### src/rtl/conv_output_writer.sv
// Packs per-column convolution result bits into one word per row and writes it to the output SRAM.
// Optional end-of-frame marker word enabled by defining CONV_OUTWR_MARKER_EN.
module conv_output_writer #(
  parameter int unsigned       DATA_W    = 16,
  parameter int unsigned       ADDR_W    = 12,
  parameter logic [ADDR_W-1:0] ADDR_INIT = '0,
  parameter logic [DATA_W-1:0] MARKER    = DATA_W'(16'h00FF)
) (
  input  logic              clk,
  input  logic              reset_b,
  input  logic              clr_addr,
  input  logic              res_valid,
  input  logic              res_bit,
  input  logic [4:0]        res_col,
  input  logic              row_done,
  input  logic              frame_done,
  output logic              dut_sram_write_enable,
  output logic [ADDR_W-1:0] dut_sram_write_address,
  output logic [DATA_W-1:0] dut_sram_write_data,
  output logic              writer_busy,
  output logic [7:0]        rows_written,
  output logic              err
);

`ifdef CONV_OUTWR_MARKER_EN
  typedef enum logic [1:0] {StIdle, StWr, StMk} state_e;
`else
  typedef enum logic [0:0] {StIdle, StWr} state_e;
`endif

  state_e            state_q, state_d;
  logic [DATA_W-1:0] acc_q, acc_d, acc_m;
  logic [DATA_W-1:0] hold_q, hold_d;
  logic [DATA_W-1:0] data_q, data_d;
  logic [ADDR_W-1:0] addr_q, addr_d;
  logic [7:0]        rows_q, rows_d;
  logic              we_q, we_d;
  logic              pend_q, pend_d;
  logic              busy_q, busy_d;
  logic              err_q, err_d;
  logic              col_ok;
  logic              start_wr;
  logic              overrun;

`ifdef CONV_OUTWR_MARKER_EN
  logic frame_q, frame_d;
`else
  logic              unused_frame_done;
  logic [DATA_W-1:0] unused_marker;
  assign unused_frame_done = frame_done;
  assign unused_marker     = MARKER;
`endif

  assign col_ok = 32'(res_col) < DATA_W;

  always_comb begin
    acc_m = acc_q;
    for (int unsigned i = 0; i < DATA_W; i++) begin
      if (res_valid && col_ok && (32'(res_col) == i)) acc_m[i] = res_bit;
    end
    // A bit presented alongside row_done belongs to the row being committed.
    acc_d  = row_done ? '0 : acc_m;
    hold_d = row_done ? acc_m : hold_q;

    state_d  = state_q;
    we_d     = 1'b0;
    data_d   = data_q;
    pend_d   = pend_q;
    start_wr = row_done || pend_q;

    unique case (state_q)
      StIdle: begin
        if (start_wr) begin
          state_d = StWr;
          we_d    = 1'b1;
          data_d  = hold_d;
          pend_d  = 1'b0;
        end
`ifdef CONV_OUTWR_MARKER_EN
        else if (frame_q || frame_done) begin
          state_d = StMk;
          we_d    = 1'b1;
          data_d  = MARKER;
        end
`endif
      end
      StWr: begin
`ifdef CONV_OUTWR_MARKER_EN
        if (frame_q || frame_done) begin
          state_d = StMk;
          we_d    = 1'b1;
          data_d  = MARKER;
          pend_d  = pend_q | row_done;
        end else
`endif
        if (start_wr) begin
          state_d = StWr;
          we_d    = 1'b1;
          data_d  = hold_d;
          pend_d  = 1'b0;
        end else begin
          state_d = StIdle;
        end
      end
`ifdef CONV_OUTWR_MARKER_EN
      StMk: begin
        state_d = StIdle;
        pend_d  = pend_q | row_done;
      end
`endif
      default: state_d = StIdle;
    endcase

`ifdef CONV_OUTWR_MARKER_EN
    frame_d = (state_d == StMk) ? 1'b0 : (frame_q | frame_done);
    busy_d  = (state_d != StIdle) | pend_d | frame_d;
`else
    busy_d  = (state_d != StIdle) | pend_d;
`endif

    // A second row arrived before the pending one could be written.
    overrun = row_done && pend_q && (state_q != StIdle);

    if (clr_addr) begin
      addr_d = ADDR_INIT;
      rows_d = '0;
      err_d  = 1'b0;
    end else begin
      addr_d = (state_q != StIdle) ? addr_q + ADDR_W'(1) : addr_q;
      rows_d = (state_q == StWr) ? rows_q + 8'd1 : rows_q;
      err_d  = err_q | (res_valid && !col_ok) | overrun;
    end
  end

  always_ff @(posedge clk or negedge reset_b) begin
    if (!reset_b) begin
      state_q <= StIdle;
      acc_q   <= '0;
      hold_q  <= '0;
      data_q  <= '0;
      addr_q  <= ADDR_INIT;
      rows_q  <= '0;
      we_q    <= 1'b0;
      pend_q  <= 1'b0;
      busy_q  <= 1'b0;
      err_q   <= 1'b0;
    end else begin
      state_q <= state_d;
      acc_q   <= acc_d;
      hold_q  <= hold_d;
      data_q  <= data_d;
      addr_q  <= addr_d;
      rows_q  <= rows_d;
      we_q    <= we_d;
      pend_q  <= pend_d;
      busy_q  <= busy_d;
      err_q   <= err_d;
    end
  end

`ifdef CONV_OUTWR_MARKER_EN
  always_ff @(posedge clk or negedge reset_b) begin
    if (!reset_b) frame_q <= 1'b0;
    else          frame_q <= frame_d;
  end
`endif

  assign dut_sram_write_enable  = we_q;
  assign dut_sram_write_address = addr_q;
  assign dut_sram_write_data    = data_q;
  assign writer_busy            = busy_q;
  assign rows_written           = rows_q;
  assign err                    = err_q;

endmodule

### config.mk
export PLATFORM = sky130hd
export DESIGN_NAME = conv_output_writer
export DESIGN_NICKNAME = d
export VERILOG_FILES = /design/src/rtl/conv_output_writer.sv
export SDC_FILE = /design/constraint.sdc
export NUM_CORES = 1
export LEC_CHECK = 0
export ABC_AREA = 1
export BUFFER_PORTS_ARGS = -buffer_cell sky130_fd_sc_hd__buf_2
export CORE_MARGIN = 8
export CORE_UTILIZATION = 56
export CTS_CLUSTER_SIZE = 10
export DETAILED_ROUTE_END_ITERATION = 8
export PLACE_DENSITY = 0.77
export SLEW_MARGIN = 10
export SYNTH_ARGS = -nofsm -noshare
export SYNTH_HDL_FRONTEND = slang
export SYNTH_SLANG_ARGS = --single-unit
export TNS_END_PERCENT = 50
### constraint.sdc
create_clock -name clk -period 1.54 [get_ports clk]
set_clock_uncertainty 0.2 [all_clocks]
set_input_delay 0.231 -clock clk [delete_from_list [all_inputs] [get_ports clk]]
set_output_delay 0.231 -clock clk [all_outputs]
set_load 0.01 [all_outputs]
# Word level (Yosys, flattened, before mapping)

Cells that the tools add are included.

Register bits: 72
Input port bits: 12
Output and inout port bits: 39
Word-level logic and storage cells: 80

$add $sub $neg: 2
$lt $le $gt $ge: 1
Eq/ne operators: 15
Mux-type cells: 26
Bitwise logic cells: 3
Reduce and logical (&&, ||, !) cells: 24

Operator list:

| kind                                                | count |
|---|---|
| two-way mux 16 bit                                  | 3 |
| equality test 5 x 4 -> 1 bit, second input constant | 8 |
| two-way mux 12 bit                                  | 2 |
| equality test 5 x 3 -> 1 bit, second input constant | 4 |
| logical AND 1 bit                                   | 20 |
| two-way mux 1 bit                                   | 19 |
| two-way mux 8 bit                                   | 2 |
| adder 12 x 1 -> 12 bit, second input constant       | 1 |
| equality test 5 x 2 -> 1 bit, second input constant | 2 |
| adder 8 x 1 -> 8 bit, second input constant         | 1 |
| equality test 5 x 1 -> 1 bit, second input constant | 1 |
| logical NOT 5 bit                                   | 1 |
| less-than comparator 5 bit, second input constant   | 1 |
| OR 1 bit                                            | 3 |
| nonzero test 2 bit                                  | 1 |
| logical NOT 1 bit                                   | 1 |
| logical OR 1 bit                                    | 1 |

# Longest topological paths before layout

Gate-level depths: netlist (run 1).

Word-level depth: 6
Gate-level depth with buffers: 8
Mapped depth without buffers: 8

# Worst setup path before layout (run 1)

OpenSTA, ideal clock, no wires.

Path type: reg2reg
Start point: register writer_busy (netlist name)
End point: register rows_q[4] (netlist: rows_written[4])
Library setup time: 124 ps
Arrival time: 1130 ps
Data required time: 1216 ps
Path slack: 86 ps
Stages on the path, launching flop included: 8
Path buffers: 2
Period minus slack after synthesis: 1454 ps
Path through: dfrtp_1 -> buf_4 -> nor2_4 -> buf_4 -> nor3_2 -> nand2_1 -> o21ai_0 -> a21oi_1

RTL lines:

| element                | RTL line | text |
|---|---|---|
| end signal: assignment | 153      | `rows_q <= rows_d;` |
| end: declaration       | 36       | `logic [7:0] rows_q, rows_d;` |

# Worst setup path in the final report (run 1)

Start point: register busy_q (netlist: writer_busy)
End point: output port writer_busy

RTL lines:

| element                  | RTL line | text |
|---|---|---|
| start: declaration       | 39       | `logic busy_q, busy_d;` |
| start signal: assignment | 156      | `busy_q <= busy_d;` |
| end: declaration         | 20       | `output logic writer_busy,` |

No word-level cell between the ends.

==> run_results.csv, run 1 <==
group,metric,value,unit
outcome,status,"finished, final reports clean",
yosys,synthTopCellsByCount,"nand2_1, dfrtp_1, nand3_1, a21oi_1, inv_1",
floorplanning,initial_core_util,57.21,%
worst_setup_path,critPathLaunchType,"flop",
worst_setup_path,crit_type,"reg -> out",
yosys,synth.distinct_cells,27,
floorplanning,chipHeight,93.08,um
timing,setup_viol,0,
drt,drtIter0Drc,155,
clocking,clock_sinks,71,
worst_setup_path,ff2ff_setup_slack,60,ps
floorplanning,die_w,93.08,um
global_routing,busiest_layer,"met2",
worst_setup_path,cp.arrival,1060,ps
floorplanning,dieArea,0.008663,mm2
global_routing,grt_overflow,0,
drt,ant_nets,0,
timing,layout_setup_ws,44.30,ps
timing,drv_slew,0,
timing,min_period,1496,ps
global_routing,use_met1,20.89,%
clocking,path_clk_slew,70,ps
global_routing,use_met2,30.06,%
final_layout,syn2layout_area_growth,19.26,%
yosys,ys_seq_area_share,53.40,%
clocking,cts_buffers,9,
yosys,synth_fp_nets,407,
drt,via_per_inst,5.253,
final_layout,final_nets,473,
worst_setup_path,cp_cell_sequence,"buf_4 -> buf_2",
floorplanning,design.portCount,51,
timing,fin_crit_sh,97.12,%
final_layout,drive_gt1_share,25.92,%
hold_path,hold_path_class,"in -> reg",
global_routing,met3_usage,6.090,%
place,post-place-ws,-2.855,ps
run,max_cap_viol_count,0,
clocking,cts_max_level,3,
power,p_seq_share,52.3,%
drt,drt_pass1_iterations,4,
clocking,cts_tree,"yes",
global_routing,grt_max_degree,72,
drt,vias,2826,
power,intPower,2868,uW
place,dpl.hpwl,5.033,mm
global_routing,grt_antenna_before_repair,0,
drt,finalWirelength,7.199,mm
yosys,mappedNetlistArea,0.003327,mm2
yosys,async_flop_share,100.0,%
global_routing,grt_pass1_vias,2817,
final_layout,num_antenna_cells,0,
worst_setup_path,cp-endpoint,"writer_busy",
clocking,clockBufferDepth,2,
floorplanning,fp-row-count,28,
power,p_leak,0.001988,uW
yosys,synth.most_common_cell,"nand2_1",
timing,whs,22.55,ps
yosys,synth.largest_area_cell,"dfrtp_1",
yosys,synth_edf_count,0,
worst_setup_path,rr_worst_depth,7,
yosys,ys_seq_elements,71,
power,power_density,965.7,mW/mm2
yosys,ys.flop_type,"dfrtp_1",
worst_setup_path,r2r_end,"rows_written[5]",
worst_setup_path,worst_setup_path_end_kind,"output port",
worst_setup_path,worstReg2RegStart,"writer_busy",
power,max-vdd-ir-drop,727.1,uV
worst_setup_path,slowest_delay,410,ps
yosys,synth_top_area_share,53.40,%
power,netSwitchingPower,963.6,uW
global_routing,grt_pass1_wl,12.56,mm
drt,drc_errors,0,
clocking,clock-root-buffer,"clkbuf_8",
global_routing,grt.total_usage,18.11,%
power,power_frac_comb,11.9,%
place,place_congestion,0.8323,
power,power,3832,uW
floorplanning,core,0.005816,mm2
timing,fmax,668.6,MHz
yosys,ys_warn_count,0,
yosys,synth_area_leaders,"dfrtp_1, nand2_1, nand3_1",
worst_setup_path,crit_path_start,"writer_busy",
worst_setup_path,crit_required,1110,ps
place,io_buffers,49,
drt,drt-wirelength-per-cell,13.38,um
power,p_sw_share,25.15,%
clocking,clk_latency,340,ps
yosys,synth_cells,393,
worst_setup_path,cp_slowest_cell,"dfrtp_1",
timing,rsz0062_at_grt,"true",
timing,finalHoldViolations,0,
yosys,synth_area_per_cell,8.465,um2
power,clkPwrFrac,35.7,%
worst_setup_path,cp_max_fo,8,
-- power groups by stage --
stage | combinational (uW) | sequential, uW | clock [uW]
3_5_place_dp | 456 | 2040 | 0
6_report | 457 | 2010 | 1370
4_1_cts | 466 | 2010 | 1410
3_3_place_gp | 445 | 2040 | 0
2_1_floorplan | 231 | 2070 | 0
5_1_grt | 521 | 2020 | 1490
-- stage by stage --
step                cell area (um2)  std cells  utilization [%]  TNS [ps]
floorplan                      3327        393                -         0
global placement               3739        519            64.29         0
detailed placement             3739        519            64.29    -2.855
CTS                            3936        536            67.69         0
global route                   3968        538            68.22    -105.4
finish                         3968        538            68.22         0
-- critical path: cells and delay by family (launching register included) --
| kind | cells | cell delay, ps |
|---|---|---|
| buffers and inverters | 2 | 320 |
| DFF | 1 | 410 |
-- placed cells by master (no fill, tap or decap), types with 2 or more instances in the layout --
| cell | netlist | final |
|---|---|---|
| inv_1 | 26 | 26 |
| buf_2 | 6 | 49 |
| o21bai_1 | 2 | 2 |
| nand3_2 | 0 | 2 |
| nand3_1 | 59 | 57 |
| clkinv_2 | 0 | 4 |
| nand2_1 | 97 | 97 |
| a21oi_1 | 27 | 27 |
| inv_2 | 4 | 4 |
| or2_2 | 16 | 16 |
| xnor2_1 | 2 | 2 |
| buf_4 | 4 | 18 |
| dfrtp_1 | 71 | 70 |
| nor3_1 | 8 | 8 |
| nor2_2 | 4 | 6 |
| buf_12 | 0 | 2 |
| nor2_1 | 20 | 18 |
| o21ai_0 | 10 | 9 |
| clkbuf_8 | 0 | 9 |
| and2_1 | 15 | 15 |
| nor2_4 | 5 | 5 |
| nand4_1 | 5 | 5 |
-- area by class of cell --
type	instances	area, um2
sequential	71	1778
clock inverter	5	50.05
clock buffer	10	127.6
tap	75	93.84
timing repair buffer	70	430.4
multi-input combinational	277	1375
inverter	30	112.6
fill	495	1848
-- worst min-delay path by stage --
stage	start	to	slack, ps	cells after the start
floorplan	reset_b	acc_q[0]	-260	0
global placement	reset_b	rows_written[5]	80	2
detailed placement	reset_b	rows_written[5]	80	2
CTS	row_done	err	10	3
global route	row_done	err	20	3
finish	row_done	err	20	3
-- flip-flops by register name, indices dropped and copies added, names as in the netlist --
signal,cells
acc_q,16
err,1
dut_sram_write_address,12
pend_q,1
rows_written,8
writer_busy,1
hold_q,16
dut_sram_write_data,16
-- cells by family (layout without fill, tap and decap cells) --
family	count (synthesis)	count (layout)	share of synthesized area [%]
compound gates	40	40	6.243
xor+xnor	2	2	0.5266
fa+ha+maj	2	2	0.7520
buf+inv	45	115	5.791
flops	71	71	53.40
other cells	1	1	0.1127
simple gates	232	232	33.17
-- metal layers --
metal / vias to the layer above / wire [um]
met3: 8 / 472
met2: 71 / 3509
li1: 1399 / -
met1: 1348 / 3140
met4: 0 / 76
met5: - / 0
-- what timing repair did --
item,4_1_cts,5_1_grt
hold endpoints to repair,71,0
hold buffers,1,0
setup endpoints to repair,1,7
gates resized for setup,1,6
pin swaps,0,2
buffers inserted,1,2
No activity file was read; power rests on OpenSTA's default activity.
==> inputs of run 2 (changes only) <==
--- a/config.mk
+++ b/config.mk
@@ -8,10 +8,10 @@
 export ABC_AREA = 1
 export BUFFER_PORTS_ARGS = -buffer_cell sky130_fd_sc_hd__buf_2
 export CORE_MARGIN = 8
-export CORE_UTILIZATION = 56
+export CORE_UTILIZATION = 50
 export CTS_CLUSTER_SIZE = 10
 export DETAILED_ROUTE_END_ITERATION = 8
-export PLACE_DENSITY = 0.77
+export PLACE_DENSITY = 0.7
 export SLEW_MARGIN = 10
 export SYNTH_ARGS = -nofsm -noshare
 export SYNTH_HDL_FRONTEND = slang
==> run_results.csv, run 2 (same netlist as run 1, synthesis figures left out) <==
group,metric,value,unit
outcome,status,"finished, final reports clean",
worst_setup_path,cp_max_fo,8,
global_routing,grt_overflow,0,
worst_setup_path,critPathLaunchType,"flop",
worst_setup_path,r2r_end,"dut_sram_write_address[8]",
hold_path,whs_path_depth,3,
worst_setup_path,worstReg2RegStart,"dut_sram_write_address[0]",
worst_setup_path,slowest_delay,410,ps
final_layout,syn2layout_area_growth,25.20,%
timing,finalHoldViolations,0,
drt,drtIter0Drc,104,
final_layout,seqCellArea,0.001777,mm2
global_routing,grt_pass1_vias,2827,
timing,setup_viol,0,
final_layout,mostFrequentLayoutCells,"nand2_1, dfrtp_1, nand3_1",
drt,vias,2826,
floorplanning,initial_core_util,52.10,%
timing,fmax,663.3,MHz
worst_setup_path,worst_setup_path_end_kind,"output port",
drt,drc_errors,0,
worst_setup_path,cpLargestDelayFamily,"flip-flops",
worst_setup_path,rr_worst_depth,6,
worst_setup_path,cp_cell_sequence,"buf_4 -> buf_2",
run,max_cap_viol_count,0,
timing,drv_slew,0,
drt,wl_met2,3.542,mm
floorplanning,die_w,97.57,um
final_layout,drive_gt1_share,27.27,%
global_routing,grt_antenna_before_repair,0,
clocking,cts_tree,"yes",
worst_setup_path,ff2ff_setup_slack,80,ps
drt,drt-wirelength-per-cell,13.49,um
power,power,4511,uW
hold_path,worstHoldStart,"res_valid",
drt,highest-signal-layer,"met4",
worst_setup_path,worst-path-buf-inv,2,
floorplanning,design.portCount,51,
global_routing,grt.total_usage,16.27,%
final_layout,final_common_cell,"nand2_1",
worst_setup_path,cp_slowest_cell,"dfrtp_1",
place,io_buffers,49,
place,dpl.hpwl,5.031,mm
clocking,clockBufferDepth,2,
drt,ant_nets,0,
clocking,clock-root-buffer,"clkbuf_8",
floorplanning,core,0.006386,mm2
clocking,clk_latency,340,ps
clocking,cts_max_level,3,
final_layout,fillers,543,
power,max-vdd-ir-drop,630.3,uV
worst_setup_path,crit_required,1110,ps
floorplanning,fp-row-count,29,
global_routing,grt_pass1_wl,12.94,mm
drt,dr_wl_met3,415,um
clocking,cts_buffers,9,
global_routing,grt_max_degree,72,
power,power_density,1083,mW/mm2
timing,min_period,1508,ps
floorplanning,chipHeight,97.57,um
drt,drt_pass1_iterations,5,
timing,whs,20.04,ps
hold_path,hold_end,"err",
final_layout,final_nets,482,
worst_setup_path,cp.arrival,1080,ps
clocking,clock_sinks,71,
final_layout,num_antenna_cells,0,
hold_path,hold_path_class,"in -> reg",
floorplanning,dieArea,0.009520,mm2
power,p_leak,0.002082,uW
place,place_congestion,0.8842,
worst_setup_path,crit_type,"reg -> out",
final_layout,multi_input_area,0.001383,mm2
drt,finalWirelength,7.422,mm
drt,via_per_inst,5.138,
drt,met1_length,3.305,mm
timing,fin_crit_sh,97.89,%
clocking,path_clk_slew,80,ps
[run 2: cell count changes in the layout (fill, tap and decap cells not counted), sizes merged]
| cell | before | now |
|---|---|---|
| clkinv | 4 | 0 |
| buf | 69 | 75 |
| dlygate4sd3 | 1 | 4 |
| clkinvlp | 0 | 1 |
| bufinv | 1 | 4 |
| clkbuf | 10 | 11 |
[run 2: cell type report]
type,count,area share [%]
clock buffers,11,3.635
clock inverters,5,3.064
inverters,30,2.704
multi-input cells,277,33.19
flip-flops and latches,71,42.66
well taps,77,2.313
repair buffers,79,12.44
[run 2: how the worst max path moves through the flow]
| stage | cells past startpoint | endpoint | from |
|---|---|---|---|
| 2_1_floorplan | 7 | rows_written[4] | writer_busy |
| 3_3_place_gp | 6 | dut_sram_write_address[8] | dut_sram_write_address[0] |
| 3_5_place_dp | 6 | dut_sram_write_address[8] | dut_sram_write_address[0] |
| 4_1_cts | 2 | dut_sram_write_enable | writer_busy |
| 5_1_grt | 5 | dut_sram_write_address[4] | dut_sram_write_address[0] |
| 6_report | 2 | dut_sram_write_enable | writer_busy |
[run 2: power by group]
part	leakage, uW	total (uW)	switching, uW	internal, uW
logic	0.00101	478	281	196
registers	0.000934	2010	49.2	1960
clock network	0.000136	2030	699	1330
[run 2: worst min-delay path, cell delays in order]
cell and delay, ps:
buf_2 110, a21oi_1 70, a21oi_1 110
[run 2: metal layers]
layer	global-route usage (%)	vias up
met2	27.16	71
met1	18.65	1323
met3	4.339	14
met4	8.392	0
li1	-	1418
met5	0	-
[run 2: repair_timing]
item                                    4_1_cts  5_1_grt
hold buffers                                  4        0
endpoints found under the setup margin        1        8
pin swaps                                     0        2
setup buffers                                 0        8
gates resized for setup                       1        9
hold endpoints to repair                     76        0
[run 2: through the flow]
stage / area [um2] / TNS [ps] / std cells / utilization [%] / worst slack, ps
final: 4165 / 0 / 550 / 65.22 / 32.46
after global routing: 4165 / -25.04 / 550 / 65.22 / -19.08
after CTS: 4083 / 0 / 542 / 63.93 / 19.42
after detailed placement: 3761 / -1.309 / 522 / 58.89 / -1.309
after global placement: 3761 / 0 / 522 / 58.89 / 52.00
after floorplan: 3327 / 0 / 393 / - / 86.26
==> inputs of run 3 (changes only) <==
--- a/config.mk
+++ b/config.mk
@@ -11,8 +11,8 @@
 export CORE_UTILIZATION = 50
 export CTS_CLUSTER_SIZE = 10
 export DETAILED_ROUTE_END_ITERATION = 8
-export PLACE_DENSITY = 0.7
-export SLEW_MARGIN = 10
+export PLACE_DENSITY = 0.74
+export SLEW_MARGIN = 20
 export SYNTH_ARGS = -nofsm -noshare
 export SYNTH_HDL_FRONTEND = slang
 export SYNTH_SLANG_ARGS = --single-unit
==> constraint.sdc (replaced) <==
create_clock -name clk -period 1.3 [get_ports clk]
set_clock_uncertainty 0.2 [all_clocks]
set_input_delay 0.195 -clock clk [delete_from_list [all_inputs] [get_ports clk]]
set_output_delay 0.195 -clock clk [all_outputs]
set_load 0.01 [all_outputs]
==> run_results.csv, run 3 (same netlist as run 1, synthesis figures left out) <==
group,metric,value,unit
power,power_density,1078,mW/mm2
worst_setup_path,ff2ff_setup_slack,-190,ps
worst_setup_path,rr_worst_depth,5,
worst_setup_path,cp_cell_sequence,"inv_1 -> nor3_2 -> nand2_1 -> o21ai_1 -> a21oi_1",
global_routing,grt_antenna_before_repair,0,
place,place_congestion,0.8414,
floorplanning,dieArea,0.009520,mm2
worst_setup_path,cp_max_fo,4,
worst_setup_path,cpLargestDelayFamily,"simple AND/OR/NAND/NOR gates",
global_routing,grt_pass1_vias,3224,
worst_setup_path,worst_setup_path_end_kind,"flop",
final_layout,mostFrequentLayoutCells,"nand2_1, dfrtp_1, nand3_1",
worst_setup_path,slowest_delay,420,ps
worst_setup_path,crit_type,"reg -> reg",
clocking,clk_latency,350,ps
worst_setup_path,crit_required,1340,ps
global_routing,grt.total_usage,18.33,%
timing,min_period,1490,ps
timing,whs,10.76,ps
power,max-vdd-ir-drop,732.6,uV
worst_setup_path,cp.arrival,1530,ps
floorplanning,chipHeight,97.57,um
timing,fin_crit_sh,114.6,%
final_layout,final_common_cell,"nand2_1",
clocking,clock_sinks,71,
timing,setup_viol,34,
drt,ant_nets,0,
drt,drtIter0Drc,157,
hold_path,worstHoldStart,"row_done",
final_layout,design_area,0.004750,mm2
outcome,violations,"setup timing",
worst_setup_path,r2r_end,"dut_sram_write_address[8]",
final_layout,syn2layout_area_growth,42.76,%
worst_setup_path,worst-path-buf-inv,1,
final_layout,drive_gt1_share,39.84,%
worst_setup_path,critPathLaunchType,"flop",
clocking,cts_tree,"yes",
hold_path,whs_path_depth,3,
drt,via_per_inst,5.355,
run,max_cap_viol_count,0,
timing,finalHoldViolations,0,
clocking,clockBufferDepth,2,
hold_path,hold_end,"err",
drt,finalWirelength,9.243,mm
drt,drt-wirelength-per-cell,15.69,um
clocking,cts_buffers,9,
clocking,cts_max_level,3,
timing,fmax,671.4,MHz
clocking,path_clk_slew,80,ps
floorplanning,initial_core_util,52.10,%
clocking,clock-root-buffer,"clkbuf_8",
outcome,status,"complete, but fails checks",
floorplanning,die_w,97.57,um
global_routing,grt_pass1_wl,14.49,mm
drt,drc_errors,0,
global_routing,grt_max_degree,72,
drt,drt_pass1_iterations,5,
final_layout,final_nets,521,
place,io_buffers,49,
global_routing,grt_overflow,0,
place,dpl-instance-area,0.004041,mm2
worst_setup_path,cp_slowest_cell,"dfrtp_1",
timing,drv_slew,0,
final_layout,num_antenna_cells,0,
hold_path,hold_path_class,"in -> reg",
floorplanning,fp-row-count,29,
place,dpl.hpwl,5.631,mm
power,p_leak,0.002319,uW
timing,rsz0062_at_grt,"true",
floorplanning,design.portCount,51,
floorplanning,core,0.006386,mm2
timing,layout_setup_ws,-189.5,ps
drt,vias,3154,
worst_setup_path,worstReg2RegStart,"dut_sram_write_address[7]",
-- run 3: cell types whose count changed in the layout (fill, tap and decap cells not counted), sizes merged --
cell	before	now
buf	75	117
clkinv	0	1
clkbuf	11	13
clkinvlp	1	0
dlygate4sd3	4	1
bufinv	4	2
-- run 3: worst max path at each step --
stage / depth (start not counted) / end / slack [ps] / from
after floorplan: 6 / rows_written[4] / -110 / rows_written[0]
after global placement: 8 / hold_q[1] / -130 / res_col[4]
after detailed placement: 8 / hold_q[1] / -240 / res_col[4]
after CTS: 2 / dut_sram_write_enable / -120 / writer_busy
after global routing: 7 / dut_sram_write_address[9] / -210 / dut_sram_write_address[0]
final: 5 / dut_sram_write_address[8] / -190 / dut_sram_write_address[7]
-- run 3: routing by layer --
layer / vias to the layer above / global-route usage (%) / share of wire [%]
li1: 1502 / - / -
met1: 1528 / 20.87 / 40
met2: 102 / 30.47 / 52
met3: 22 / 5.761 / 5.3
met4: 0 / 8.741 / 2.3
met5: - / 0 / 0
-- run 3: layout make-up --
| type | instances | area (um2) |
|---|---|---|
| tap | 77 | 96.34 |
| clock buffer | 13 | 158.9 |
| clock inverter | 3 | 65.06 |
| multi-input combinational | 277 | 1575 |
| fill | 470 | 1637 |
| sequential | 71 | 1780 |
| timing repair buffer | 118 | 960.9 |
| inverter | 30 | 112.6 |
-- run 3: tightest hold or removal path: cells and delay by family --
kind	cells	cell delay, ps
AOI/OAI and AO/OA	1	70
buffers and inverters	1	160
and+or+nand+nor	1	80
-- run 3: power breakdown --
group / leakage [uW] / internal [uW] / switching [uW]
combinational: 0.00128 / 334 / 394
clock: 0.000114 / 1190 / 820
sequential: 0.000930 / 2320 / 68.1
-- run 3: what timing repair did --
| item | CTS | global route |
|---|---|---|
| endpoints found under the hold margin | 71 | 0 |
| gates resized for setup | 40 | 48 |
| endpoints found under the setup margin | 34 | 47 |
| gates cloned | 0 | 0 |
| pin swaps | 9 | 23 |
| hold buffers | 1 | 0 |
| buffers inserted | 12 | 4 |
-- run 3: through the flow --
| stage | power [uW] | cells | util [%] | TNS [ps] | worst slack [ps] |
|---|---|---|---|---|---|
| 5_1_grt | 5337 | 589 | 74.37 | -4621 | -212.0 |
| 3_3_place_gp | 3005 | 556 | 63.28 | -3515 | -131.9 |
| 3_5_place_dp | 3028 | 556 | 63.28 | -6147 | -238.5 |
| 4_1_cts | 5070 | 585 | 70.98 | -1835 | -116.7 |
| 6_report | 5121 | 589 | 74.37 | -2830 | -189.5 |
| 2_1_floorplan | 2724 | 393 | - | -593.6 | -112.3 |
